[config.mk]
export PLATFORM = sky130hd
export DESIGN_NAME = stage_mem_access
export DESIGN_NICKNAME = d
export VERILOG_FILES = /design/src/rtl/stage_mem_access.sv
export SDC_FILE = /design/constraint.sdc
export NUM_CORES = 1
export LEC_CHECK = 0
export BUFFER_PORTS_ARGS = -buffer_cell sky130_fd_sc_hd__buf_2
export CAP_MARGIN = 5
export CELL_PAD_IN_SITES_DETAIL_PLACEMENT = 0
export CELL_PAD_IN_SITES_GLOBAL_PLACEMENT = 1
export CORE_MARGIN = 4
export CORE_UTILIZATION = 31
export DETAILED_ROUTE_END_ITERATION = 10
export MAX_ROUTING_LAYER = met4
export PLACE_DENSITY_LB_ADDON = 0.1
export SYNTH_ARGS = -nofsm -noshare
export SYNTH_HDL_FRONTEND = slang
export SYNTH_SLANG_ARGS = --single-unit
[constraint.sdc]
create_clock -name clk -period 2.1 [get_ports clk]
set_input_delay 0.42 -clock clk [delete_from_list [all_inputs] [get_ports clk]]
set_output_delay 0.42 -clock clk [all_outputs]
set_load 0.01 [all_outputs]
[src/rtl/stage_mem_access.sv]
`default_nettype none
// ============================================================================
// Module  : stage_mem_access
// Brief   : RV32I MEM stage: data-memory handshake, store lane alignment,
//           load formatting and the registered MEM/WB result.
// Revision: 1.0
// ============================================================================
module stage_mem_access #(
    parameter int STALL_CNT_W = 32
) (
    input  logic                   clk,
    input  logic                   reset,
    input  logic                   flush,
    input  logic                   valid_in,
    input  logic [31:0]            alu_result_in,
    input  logic [31:0]            rs2_data_in,
    input  logic [4:0]             rd_in,
    input  logic                   reg_write_in,
    input  logic                   mem_read_in,
    input  logic                   mem_write_in,
    input  logic [2:0]             funct3_in,
    output logic                   dmem_req,
    output logic                   dmem_we,
    output logic [31:0]            dmem_addr,
    output logic [31:0]            dmem_wdata,
    output logic [3:0]             dmem_be,
    input  logic                   dmem_ready,
    input  logic [31:0]            dmem_rdata,
    output logic [31:0]            wb_data_out,
    output logic [4:0]             rd_out,
    output logic                   reg_write_out,
    output logic                   valid_out,
    output logic                   mem_busy,
    output logic                   mem_exc,
    output logic [STALL_CNT_W-1:0] stall_cycles
);

    localparam logic [2:0] c_F3_B  = 3'b000;
    localparam logic [2:0] c_F3_H  = 3'b001;
    localparam logic [2:0] c_F3_W  = 3'b010;
    localparam logic [2:0] c_F3_BU = 3'b100;
    localparam logic [2:0] c_F3_HU = 3'b101;

    typedef enum logic [0:0] {
        S_IDLE = 1'b0,
        S_WAIT = 1'b1
    } state_t;

    state_t                 r_state;
    logic                   r_flushed;
    logic [31:0]            r_wb_data;
    logic [4:0]             r_rd;
    logic                   r_reg_write;
    logic                   r_valid;
    logic                   r_mem_exc;
    logic [STALL_CNT_W-1:0] r_stall;

    logic        w_mem_op;
    logic        w_bad;
    logic        w_start;
    logic        w_is_store;
    logic [7:0]  w_ld_byte;
    logic [15:0] w_ld_half;
    logic [31:0] w_ld_data;
    logic [3:0]  w_be;
    logic [31:0] w_wdata;

    assign w_mem_op   = valid_in & (mem_read_in | mem_write_in);
    assign w_is_store = mem_write_in;

    always_comb begin
        w_bad = 1'b0;
        case (funct3_in)
            3'b011, 3'b110, 3'b111: w_bad = 1'b1;
            c_F3_H, c_F3_HU:        w_bad = alu_result_in[0];
            c_F3_W:                 w_bad = (alu_result_in[1:0] != 2'b00);
            default:                w_bad = 1'b0;
        endcase
        w_bad = w_bad & w_mem_op;
    end

    assign w_start = w_mem_op & ~w_bad & ~flush;

    // Stores pick lanes by access size; loads always fetch the whole word.
    always_comb begin
        w_be    = 4'b1111;
        w_wdata = rs2_data_in;
        if (w_is_store) begin
            case (funct3_in[1:0])
                2'b00: begin
                    w_be    = 4'b0001 << alu_result_in[1:0];
                    w_wdata = {4{rs2_data_in[7:0]}};
                end
                2'b01: begin
                    w_be    = alu_result_in[1] ? 4'b1100 : 4'b0011;
                    w_wdata = {2{rs2_data_in[15:0]}};
                end
                default: begin
                    w_be    = 4'b1111;
                    w_wdata = rs2_data_in;
                end
            endcase
        end
    end

    always_comb begin
        w_ld_byte = dmem_rdata[7:0];
        case (alu_result_in[1:0])
            2'b00:   w_ld_byte = dmem_rdata[7:0];
            2'b01:   w_ld_byte = dmem_rdata[15:8];
            2'b10:   w_ld_byte = dmem_rdata[23:16];
            default: w_ld_byte = dmem_rdata[31:24];
        endcase
        w_ld_half = alu_result_in[1] ? dmem_rdata[31:16] : dmem_rdata[15:0];
        w_ld_data = dmem_rdata;
        case (funct3_in)
            c_F3_B:  w_ld_data = {{24{w_ld_byte[7]}}, w_ld_byte};
            c_F3_H:  w_ld_data = {{16{w_ld_half[15]}}, w_ld_half};
            c_F3_BU: w_ld_data = {24'd0, w_ld_byte};
            c_F3_HU: w_ld_data = {16'd0, w_ld_half};
            default: w_ld_data = dmem_rdata;
        endcase
    end

    always_ff @(posedge clk) begin
        if (reset) begin
            r_state     <= S_IDLE;
            r_flushed   <= 1'b0;
            r_wb_data   <= 32'd0;
            r_rd        <= 5'd0;
            r_reg_write <= 1'b0;
            r_valid     <= 1'b0;
            r_mem_exc   <= 1'b0;
            r_stall     <= '0;
        end else begin
            r_mem_exc   <= 1'b0;
            r_wb_data   <= 32'd0;
            r_rd        <= 5'd0;
            r_reg_write <= 1'b0;
            r_valid     <= 1'b0;
            case (r_state)
                S_IDLE: begin
                    if (flush) begin
                        r_state <= S_IDLE;
                    end else if (w_bad) begin
                        r_mem_exc <= 1'b1;
                    end else if (w_mem_op) begin
                        r_state   <= S_WAIT;
                        r_flushed <= 1'b0;
                    end else begin
                        r_wb_data   <= alu_result_in;
                        r_rd        <= rd_in;
                        r_reg_write <= reg_write_in & valid_in;
                        r_valid     <= valid_in;
                    end
                end
                S_WAIT: begin
                    if (r_stall != {STALL_CNT_W{1'b1}}) begin
                        r_stall <= r_stall + {{(STALL_CNT_W-1){1'b0}}, 1'b1};
                    end
                    if (flush) begin
                        r_flushed <= 1'b1;
                    end
                    // A flush seen on any WAIT cycle squashes the result, not the access.
                    if (dmem_ready) begin
                        r_state <= S_IDLE;
                        if (!(flush || r_flushed)) begin
                            r_valid <= 1'b1;
                            r_rd    <= rd_in;
                            if (w_is_store) begin
                                r_wb_data   <= alu_result_in;
                                r_reg_write <= 1'b0;
                            end else begin
                                r_wb_data   <= w_ld_data;
                                r_reg_write <= reg_write_in;
                            end
                        end
                    end
                end
                default: r_state <= S_IDLE;
            endcase
        end
    end

    assign dmem_req      = (r_state == S_WAIT);
    assign dmem_we       = dmem_req & mem_write_in;
    assign dmem_addr     = {alu_result_in[31:2], 2'b00};
    assign dmem_wdata    = w_wdata;
    assign dmem_be       = w_be;
    assign mem_busy      = (r_state == S_IDLE) ? w_start : ~dmem_ready;
    assign wb_data_out   = r_wb_data;
    assign rd_out        = r_rd;
    assign reg_write_out = r_reg_write;
    assign valid_out     = r_valid;
    assign mem_exc       = r_mem_exc;
    assign stall_cycles  = r_stall;

endmodule
`default_nettype wire

==> qor.csv <==
metric,value,unit
cts_setup_buffers,0,
drive_above_1_share,0.418,
clk_pin_slew,60,ps
grt_setup_unrepaired,no,
remaining_drc_errors,0,
dpl_worst_slack,29.3,ps
vdd_ir_drop_max,0.382,mV
htree_levels,3,
synth_area_per_cell,7.93,um^2
cts_root_buffer,clkbuf_16,
ant_nets,0,
setup_viol,0,
hold_viol,0,
finalWirelength,17100,um
clock-sinks,74,
path_class,flop to output pin,
grt_max_degree,38,
max_slew.worst_pin.slew,556,ps
critPathLaunchType,flop,
cp-end-kind,output pin,
cts_hold_buf,0,
mostFrequentLayoutCell,buf_2,
coreArea,14600,um^2
status,"finished, final reports clean",
die_area,16900,um^2
syn_inst,583,
period_share,0.954,
ys_types,68,
dpl.hpwl,13500,um
cp_slowest_stage_delay,320,ps
dp_cells,992,
path_buf_inv,2,
final_cell_mix,"buf_2 (252), dfxtp_1 (74), nand2_1 (63), nor2_1 (50), buf_4 (43)",
ys_seq_elements,74,
avgViaCountPerCell,5.10,
fin_util,0.438,
grtUsageTotal,0.202,
min_path_type,input port to flop,
cp.arrival,1580,ps
worst_slack,96.6,ps
ios,255,
rows,44,
grt_pass1_wl,25900,um
fillerInstances,1506,
fin_skew,4.76,ps
cpMaxStageDelayCell,dfxtp_1,
portBuffers,252,
layout.cells.non_filler,1008,
crit_family,simple AND/OR/NAND/NOR gates,
grt_pass1_vias,4938,
ys_async_sr_fraction,0,
fin_crit,2000,ps
netlist_area,4620,um^2
firstDrtPassIters,4,
die_x,130,um
wl_per_cell,16.9,um
initial_core_util,0.317,
syn_to_final_growth,38.2,%
place_congestion,0.857,
finalNetCount,932,
yosysSeqAreaShare,0.321,
slew_viol_final,0,
numCtsBuffers,9,
synth_edf_count,0,
slew_headroom,0.629,
ctsLongestPathBuffers,2,
vias,5138,
antenna_found_initial,1,
synth_ff_type,dfxtp_1,
die_y,130,um
path_max_fanout,6,
clk_latency,330,ps
leakage,3.03,nW
finalSetupTns,0,ps
critPathRequiredTime,1680,ps
total_power,3.81,mW
power_density,597,nW/um^2
synth_warnings,0,
cts_tree,yes,
maxCapViolCount,0,
overflow,0,
fmax,499,MHz
drt_iter0_markers,239,
crit_chain,buf_4 > or2_2 > nor3b_2 > a21o_1 > buf_2,
## layout make-up
type,count,area (um^2),share of cell area
well taps,184,230,0.0360
multi-input cells,424,2670,0.417
flip-flops and latches,74,1480,0.232
diodes,1,2.50,0.000392
repair buffers,298,1640,0.257
clock buffers,13,260,0.0407
clock inverters,2,60.1,0.00940
inverters,12,45.0,0.00705
## sequential cells by signal, summed over array words and instances, names as in the netlist
register / cells
stall_cycles: 32
reg_write_out: 1
wb_data_out: 32
dmem_req: 1
rd_out: 5
valid_out: 1
r_flushed: 1
mem_exc: 1
## layer usage
layer | vias to the layer above | GRT usage | routed length, um
met1 | 2382 | 0.271 | 7830
met4 | 0 | 0.0538 | 176
met2 | 196 | 0.312 | 7700
met3 | 10 | 0.0405 | 1370
li1 | 2550 | - | -
met5 | - | - | 0
## metrics by stage
stage               instance area [um^2]  hold WS (ps)
floorplan                           4630           492
global placement                    6050           496
detailed placement                  6050           498
CTS                                 6380           271
global route                        6390           276
finish                              6390           285
## cell usage after synthesis (all sizes together) (6+ instances only)
| master | n | area, um^2 |
|---|---|---|
| and2 | 12 | 77.6 |
| inv | 12 | 45.0 |
| o31ai | 7 | 57.6 |
| nand2b | 11 | 68.8 |
| buf | 54 | 377 |
| mux2 | 14 | 158 |
| nand2 | 64 | 243 |
| dfxtp | 74 | 1480 |
| a32oi | 8 | 70.1 |
| nor2b | 12 | 75.1 |
| nor2 | 50 | 188 |
| clkbuf | 20 | 75.1 |
| xor2 | 7 | 61.3 |
| and4 | 6 | 53.8 |
| o21ai | 16 | 80.1 |
| a22oi | 7 | 52.6 |
| a22o | 8 | 70.1 |
| mux2i | 11 | 110 |
| nand3 | 22 | 115 |
| o22ai | 6 | 37.5 |
| nor3 | 21 | 138 |
| a211oi | 15 | 113 |
| nand4 | 15 | 109 |
| a31oi | 7 | 43.8 |
| a21oi | 42 | 214 |
| or4 | 8 | 63.8 |
## final timing paths
| kind | slack [ps] | from | endpoint | depth (start not counted) |
|---|---|---|---|---|
| setup / recovery | 100 | dmem_req | mem_busy | 5 |
| hold / removal | 280 | rd_in[0] | rd_out[0] | 2 |
| setup reg to reg | 120 | stall_cycles[19] | stall_cycles[17] | 6 |
| hold reg to reg | 500 | stall_cycles[23] | stall_cycles[23] | 2 |
## power breakdown
part | internal [mW] | switching (mW) | total, mW
logic | 0.304 | 0.381 | 0.686
clock network | 1.10 | 0.587 | 1.69
registers | 1.43 | 0.00866 | 1.44
total | 2.84 | 0.976 | 3.81
## cells by family (layout without fill, tap and decap cells)
family	after synthesis	in the layout	synth area share
DFF	74	74	0.321
other	1	3	0.000811
and+or+nand+nor	244	244	0.283
AOI/OAI and AO/OA	140	140	0.204
xor gates and xnor gates	12	12	0.0227
adders and majority gates	1	1	0.00271
muxes	25	25	0.0579
buffers and inverters	86	325	0.107
## timing repair
action                     in CTS  in global routing
setup endpoints to repair       1                  3
pin swaps                       0                  2
cloned                          0                  0
gates resized for setup         1                  2
hold endpoints to repair        0                  0
Note: power is estimated with default switching activity, not from simulation.
